<file path="config.mk">
export PLATFORM = sky130hd
export DESIGN_NAME = serial_accumulator
export DESIGN_NICKNAME = d
export VERILOG_FILES = /design/src/rtl/edsac_pkg.sv /design/src/rtl/minor_cycle_timer.sv /design/src/rtl/serial_accumulator.sv
export SDC_FILE = /design/constraint.sdc
export NUM_CORES = 1
export LEC_CHECK = 0
export BUFFER_PORTS_ARGS = -buffer_cell sky130_fd_sc_hd__clkbuf_2
export CORE_ASPECT_RATIO = 1.2
export CORE_MARGIN = 3
export CORE_UTILIZATION = 48
export DETAILED_ROUTE_END_ITERATION = 10
export GPL_ROUTABILITY_DRIVEN = 0
export GPL_TIMING_DRIVEN = 0
export PLACE_DENSITY = 0.75
export SYNTH_ARGS = -nofsm -noshare
export SYNTH_HDL_FRONTEND = slang
export SYNTH_SLANG_ARGS = --single-unit
</file>
<file path="constraint.sdc">
create_clock -name clk -period 1.5 [get_ports clk]
set_input_delay 0.15 -clock clk [delete_from_list [all_inputs] [get_ports clk]]
set_output_delay 0.15 -clock clk [all_outputs]
set_load 0.01 [all_outputs]
</file>
<file path="src/rtl/edsac_pkg.sv">
// Shared constants and types for the serial accumulator slice.
package edsac_pkg;

    // Pulses per minor cycle: 17 data bits plus 1 pad bit, LSB first.
    localparam int WORD_BITS = 18;

    // Width of the bit-position counter (must hold WORD_BITS-1).
    localparam int POS_BITS = 5;

    // Accumulator mode for one whole minor cycle.
    typedef enum logic [1:0] {
        HOLD  = 2'd0,
        ADD   = 2'd1,
        CLEAR = 2'd2
    } acc_mode_e;

endpackage

</file>
<file path="src/rtl/minor_cycle_timer.sv">
// Free-running bit-position counter that frames the minor cycle.
module minor_cycle_timer #(
    parameter int WORD_BITS = edsac_pkg::WORD_BITS
) (
    input  logic                          clk,
    input  logic                          rst_n,
    output logic [edsac_pkg::POS_BITS-1:0] bit_pos,
    output logic                          minor_start,
    output logic                          last_bit
);
    import edsac_pkg::*;

    localparam logic [POS_BITS-1:0] LAST_POS = POS_BITS'(WORD_BITS - 1);

    logic [POS_BITS-1:0] pos_q;
    logic [POS_BITS-1:0] pos_d;

    // Count 0..WORD_BITS-1 and wrap back to 0.
    always_comb begin
        pos_d = pos_q + 1'b1;
        if (pos_q == LAST_POS) begin
            pos_d = '0;
        end
    end

    // Position register; reset restarts framing at bit 0.
    always_ff @(posedge clk or negedge rst_n) begin
        if (!rst_n) begin
            pos_q <= '0;
        end else begin
            pos_q <= pos_d;
        end
    end

    assign bit_pos     = pos_q;
    assign minor_start = (pos_q == '0);
    assign last_bit    = (pos_q == LAST_POS);

endmodule

</file>
<file path="src/rtl/serial_accumulator.sv">
// Serial accumulator tank: a recirculating right-shift register whose
// write-back bit is chosen per minor cycle (hold, add result, or clear).
// Mode changes happen only at the minor-cycle boundary; requests are
// latched in a one-deep pending slot in between.
module serial_accumulator #(
    parameter int WORD_BITS = edsac_pkg::WORD_BITS
) (
    input  logic                          clk,
    input  logic                          rst_n,
    input  logic                          sum_in,
    input  logic                          op_add,
    input  logic                          op_clear,
    output logic                          acc_out,
    output logic                          minor_start,
    output logic [edsac_pkg::POS_BITS-1:0] bit_pos,
    output logic                          busy,
    output logic                          done,
    output logic [WORD_BITS-1:0]          acc_word
);
    import edsac_pkg::*;

    logic last_bit;

    acc_mode_e            state_q, state_d;
    logic                 pend_valid_q, pend_valid_d;
    acc_mode_e            pend_mode_q, pend_mode_d;
    logic [WORD_BITS-1:0] tank_q, tank_d;
    logic [WORD_BITS-1:0] acc_word_q, acc_word_d;

    logic                 merged_valid;
    acc_mode_e            merged_mode;
    logic                 write_bit;

    minor_cycle_timer #(
        .WORD_BITS (WORD_BITS)
    ) u_timer (
        .clk         (clk),
        .rst_n       (rst_n),
        .bit_pos     (bit_pos),
        .minor_start (minor_start),
        .last_bit    (last_bit)
    );

    // Fold this cycle's request into the pending slot; a clear, once
    // seen, cannot be displaced by a later add before the boundary.
    always_comb begin
        merged_valid = pend_valid_q | op_add | op_clear;
        merged_mode  = pend_mode_q;
        if (op_clear) begin
            merged_mode = CLEAR;
        end else if (op_add && !(pend_valid_q && pend_mode_q == CLEAR)) begin
            merged_mode = ADD;
        end
    end

    // Mode and pending-slot next state; the mode only moves on the wrap
    // edge, which also consumes the pending request (including one
    // arriving on the very last bit-time).
    always_comb begin
        state_d      = state_q;
        pend_valid_d = merged_valid;
        pend_mode_d  = merged_valid ? merged_mode : HOLD;
        if (last_bit) begin
            state_d      = merged_valid ? merged_mode : HOLD;
            pend_valid_d = 1'b0;
            pend_mode_d  = HOLD;
        end
    end

    // Select the bit shifted into the tank MSB; sum_in stays combinational
    // so the adder loop closes within one bit-time.
    always_comb begin
        write_bit = tank_q[0];
        case (state_q)
            HOLD:    write_bit = tank_q[0];
            ADD:     write_bit = sum_in;
            CLEAR:   write_bit = 1'b0;
            default: write_bit = tank_q[0];
        endcase
        tank_d     = {write_bit, tank_q[WORD_BITS-1:1]};
        acc_word_d = last_bit ? tank_d : acc_word_q;
    end

    // Tank, snapshot, mode and pending registers.
    always_ff @(posedge clk or negedge rst_n) begin
        if (!rst_n) begin
            state_q      <= HOLD;
            pend_valid_q <= 1'b0;
            pend_mode_q  <= HOLD;
            tank_q       <= '0;
            acc_word_q   <= '0;
        end else begin
            state_q      <= state_d;
            pend_valid_q <= pend_valid_d;
            pend_mode_q  <= pend_mode_d;
            tank_q       <= tank_d;
            acc_word_q   <= acc_word_d;
        end
    end

    assign acc_out  = tank_q[0];
    assign acc_word = acc_word_q;
    assign done     = last_bit && (state_q != HOLD);
    assign busy     = (state_q != HOLD) || pend_valid_q;

endmodule

</file>
-- After elaboration in Yosys (flattened, before gate mapping)
Index checks and enable logic that the tools add are counted.
- bits in writable memories: 0
- latch bits: 0
- logic and storage cells: 27
- memories: 0
- ROM bits: 0
- output and inout port bits: 27
- bits of input ports: 5
- register bits after elaboration: 46
- equality and inequality tests: 4
- multipliers: 0
- shifts and indexed selects: 0
- $lt $le $gt $ge: 0
- reductions and logical operators: 7
- divide/modulo/power cells: 0
- bitwise logic cells: 2
- muxes and demuxes: 7
- add/sub/neg operators: 1
- operators by type and width (operator ; number):
    $mux W2 ; 4
    $add A5 B1 Y5 const B ; 1
    $eq A5 B5 Y1 const B ; 1
    $logic_not A5 Y1 ; 1
    $mux W5 ; 1
    $eq A2 B2 Y1 const B ; 2
    $logic_and A1 B1 Y1 ; 3
    $eq A2 B1 Y1 const B ; 1
    $or A1 B1 Y1 ; 2
    $pmux W1 S2 ; 1
    $reduce_bool A2 Y1 ; 1
    $logic_not A1 Y1 ; 1
    $logic_or A1 B1 Y1 ; 1
    $mux W1 ; 1

-- Depth between registers and ports, before layout
- word-level depth: 8
- depth in mapped cells: 7
- depth with buffers taken out: 5

-- Modules after synthesis
Synthesis repeated with hierarchy kept, for this count alone.
- cell total of the unflattened synthesis: 107
- area total of the unflattened synthesis: 1705.4 µm²
- by module, submodules not included (module ; cells an instance ; instances ; seq. area each (µm²) ; area an instance (µm²)):
    serial_accumulator ; 83 ; 1 ; 1026.0 ; 1438.9
    minor_cycle_timer ; 24 ; 1 ; 125.1 ; 266.5

-- Least setup slack after synthesis
OpenSTA, ideal clock, no wires.
- path type: register to output
- start: register u_timer.pos_q[1] (netlist: u_timer.bit_pos[1])
- end: output done
- path buffers: 2
- path slack: -0.007 ns
- arrival time: 1.357 ns
- stages on the path, launching flop included: 7
- data required time: 1.350 ns
- cell sequence: dfrtp_1 > inv_1 > ha_1 > and4bb_1 > buf_6 > buf_6 > and2b_1
- word-level cells in the longest chain between the ends: 2
- ends and longest elaborated chain (what ; RTL line ; RTL):
    from (decl) ; minor_cycle_timer.sv:15 ; logic [POS_BITS-1:0] pos_q;
    from (signal assigned) ; minor_cycle_timer.sv:31 ; pos_q <= pos_d;
    $eq A5 B5 Y1 ; minor_cycle_timer.sv:37 ; assign last_bit = (pos_q == LAST_POS);
    $logic_and A1 B1 Y1 ; serial_accumulator.sv:103 ; assign done = last_bit && (state_q != HOLD);
    to (decl) ; serial_accumulator.sv:17 ; output logic done,
No other way between the ends.

-- Worst setup path in the final report
Same ends and word-level chain as after synthesis.

==> flow_summary_export.csv <==
group,metric,value,unit
run,maxCapViolations,0,
layout,num_antenna_cells,0,
routing,post_drt_via_cell_ratio,4.938,
worst_hold_path,hold_path_class,"in2async",
clock_tree,clkLatencyLatePin,0.28,ns
routing,dr_total_vias,953,
worst_setup_path,critPathRequiredTime,1.35,ns
routing,wl_met2,1.434,mm
synth,synthXorXnorAreaFrac,1.020,%
synth,syn-cell-area,0.001717,sq mm
synth,synth_adder_area_share,3.644,%
floorplan,die_y,71.51,um
status,violations,"negative setup slack",
worst_setup_path,start_kind,"flip-flop",
worst_setup_path,critPathTopFamily,"buffers and inverters",
routing,antenna_left,0,
worst_setup_path,crit_path_max_fanout,2,
layout,post-route-util,64.37,%
floorplan,core-area,0.003396,sq mm
sta,rsz0062_at_grt,"yes",
layout,nNetsFinal,165,
sta,worst_slew_pin_slew,1.072,ns
synth,yosysTopAreaCell,"dfrtp_1",
routing,route.met3.wl,173,um
global_route,grt_max_degree,47,
routing,wl_met1,1.209,mm
synth,synthCells,106,
routing,wl_per_cell,14.87,um
routing,wl,2.869,mm
global_route,grt_pass1_wl,4.912,mm
synth,yosys_register_bits,46,
synth,yosys_warnings,0,
synth,synth_top_cell_area_share,67.06,%
global_route,grt_pass1_vias,1035,
sta,setup_tns,-2.748,ns
sta,finalSetupViolations,21,
global_route,antenna_found_initial,0,
sta,setup_ws,-0.2423,ns
synth,synthFlopType,"dfrtp_1",
floorplan,start_util,50.55,%
layout,drive_gt1_share,50.00,%
sta,maxSlewViolCount,0,
global_route,gr-total-overflow,0,
sta,max-slew-margin-rel,28.55,%
clock_tree,clockBufferDepth,2,
worst_setup_path,crit_chain,"inv_2 -> ha_4 -> and4bb_1 -> buf_6 -> buf_8 -> and2b_1 -> buf_2",
worst_setup_path,cp_slowest_cell,"dfrtp_1",
synth,ys_top_cells_by_area,"dfrtp_1 (67%), mux2_4 (16%), ha_1 (3.6%)",
clock_tree,cts_buffers,5,
worst_setup_path,ff2ff_path_depth,8,
routing,drt_pre_antenna_iters,3,
placement,pre_cts_ws,-0.1371,ns
pwr,p_total,2.004,mW
worst_setup_path,crit_buf_inv,4,
floorplan,rows,23,
synth,synth-compound-area-share,2.551,%
worst_setup_path,critical_path_depth,7,
sta,finalClockSkew,0.002417,ns
synth,synthMuxAreaShare,15.74,%
synth,synth_commonest_cells,"dfrtp_1 (46), mux2_4 (18), ha_1 (5), inv_1 (5), nor2_1 (5)",
clock_tree,cts_tree,"done",
clock_tree,cts_sinks,46,
floorplan,die_w,60.59,um
floorplan,dieArea,0.004333,sq mm
worst_setup_path,cp.arrival,1.59,ns
sta,period_needed,1.742,ns
floorplan,pin_count,32,
synth,synthSimpleGateAreaFrac,6.924,%
placement,hpwl,1.777,mm
worst_setup_path,end_kind,"output pin",
sta,hold-worst-slack,0.05054,ns
routing,drt_iter0_drc,26,
routing,routed.top_layer,"met4",
placement,port_buffers,31,
pwr,ir_drop,0.6593,mV
synth,ys_seq_area_share,67.06,%
synth,synth.most_common_cell,"dfrtp_1",
synth,synth-edff-count,0,
global_route,grt_usage,15.32,%
synth,synth_top_family_by_area,"multiplexers",
clock_tree,ctsHtreeMaxLevel,2,
synth,syn_avg_cell_area,16.19,sq um
sta,fmax,573.9,MHz
layout,area_growth_syn_to_layout,27.33,%
status,status,"finished, violations left",
synth,syn_nets,116,
pwr,p_leak,1.116,nW
clock_tree,clockRootBuffer,"clkbuf_8",
synth,synth-async-reset-ratio,100.0,%
sta,finalHoldViolCount,0,
routing,route.detailed.drc,0,
worst_setup_path,crit_type,"reg2out",
sta,fin_crit_sh,116.2,%
synth,ys_types,23,
pwr,cellPowerDensity,916.8,mW/mm^2
worst_setup_path,slowest_delay,0.37,ns
clock_tree,path_clk_slew,0.07,ns
final timing paths:
kind                                    start            endpoint  slack [ns]
max in group asynchronous               rst_n  u_timer.bit_pos[2]        0.80
hold / removal                          rst_n         acc_word[4]        0.05
hold reg to reg                    tank_q[12]          tank_q[11]        0.38
setup / recovery           u_timer.bit_pos[1]                done       -0.24
setup reg to reg           u_timer.bit_pos[1]        acc_word[17]       -0.23
min in group clk                     op_clear      pend_mode_q[0]        0.07
cell type report:
class                           instances  area, sq um
Tap cell                               37        46.29
Multi-Input combinational cell         52        560.5
Sequential cell                        46         1151
Buffer                                  2        26.28
Timing Repair Buffer                   43        289.0
Fill cell                             254         1210
Clock buffer                            7        86.33
Inverter                                5        21.27
Clock inverter                          1        5.005
placed cells by master, fill, tap and decap left out, drive strengths merged, types with 3 or more instances in the layout:
cell type,synthesis,layout
a21oi,3,3
buf,3,16
clkbuf,0,36
dfrtp,46,46
ha,5,5
inv,5,5
mux2,18,18
nand2b,3,3
nor2,5,5
nor3,3,3
per-layer routing:
layer / vias to the layer above / track usage [%]
met5: - / 0
met1: 466 / 19.47
met2: 28 / 22.83
li1: 453 / -
met3: 6 / 6.847
met4: 0 / 6.024
flip-flops by register name, indices dropped and copies added, names as in the netlist:
signal / cells
state_q: 2
u_timer.bit_pos: 5
pend_valid_q: 1
tank_q: 18
pend_mode_q: 2
acc_word: 18
worst reg2reg max path: stages, from the launching register on:
cell and delay [ns]:
dfrtp_1 0.40, inv_2 0.09, ha_4 0.13, and4bb_1 0.25, buf_6 0.12, buf_4 0.10
buf_6 0.11, buf_12 0.12, mux2_4 0.30
power breakdown:
part	total [mW]	leakage, nW	switching (mW)	internal, mW
Combinational	0.0321	0.455	0.0264	0.00571
Sequential	1.24	0.613	0.000972	1.24
Clock	0.730	0.0482	0.359	0.371
Total	2.00	1.12	0.386	1.62
metrics by stage:
step	std cells	area [sq um]
finish	193	2186
detailed placement	174	1918
global route	193	2186
floorplan	106	1717
CTS	193	2161
global placement	174	1918
cells by family after synthesis:
logic type | Yosys count
AO/OA/AOI/OAI | 7
adder cells (fa/ha/maj) | 5
AND/OR/NAND/NOR | 20
multiplexers | 18
XOR/XNOR | 2
buffers and inverters | 8
flip-flops | 46
what timing repair did:
item	in CTS	in global routing
hold buffers	0	0
buffers inserted	11	3
pin swaps	1	0
setup endpoints to repair	20	28
gates cloned	1	0
gates resized for setup	14	10
No activity file was read; power rests on OpenSTA's default activity.
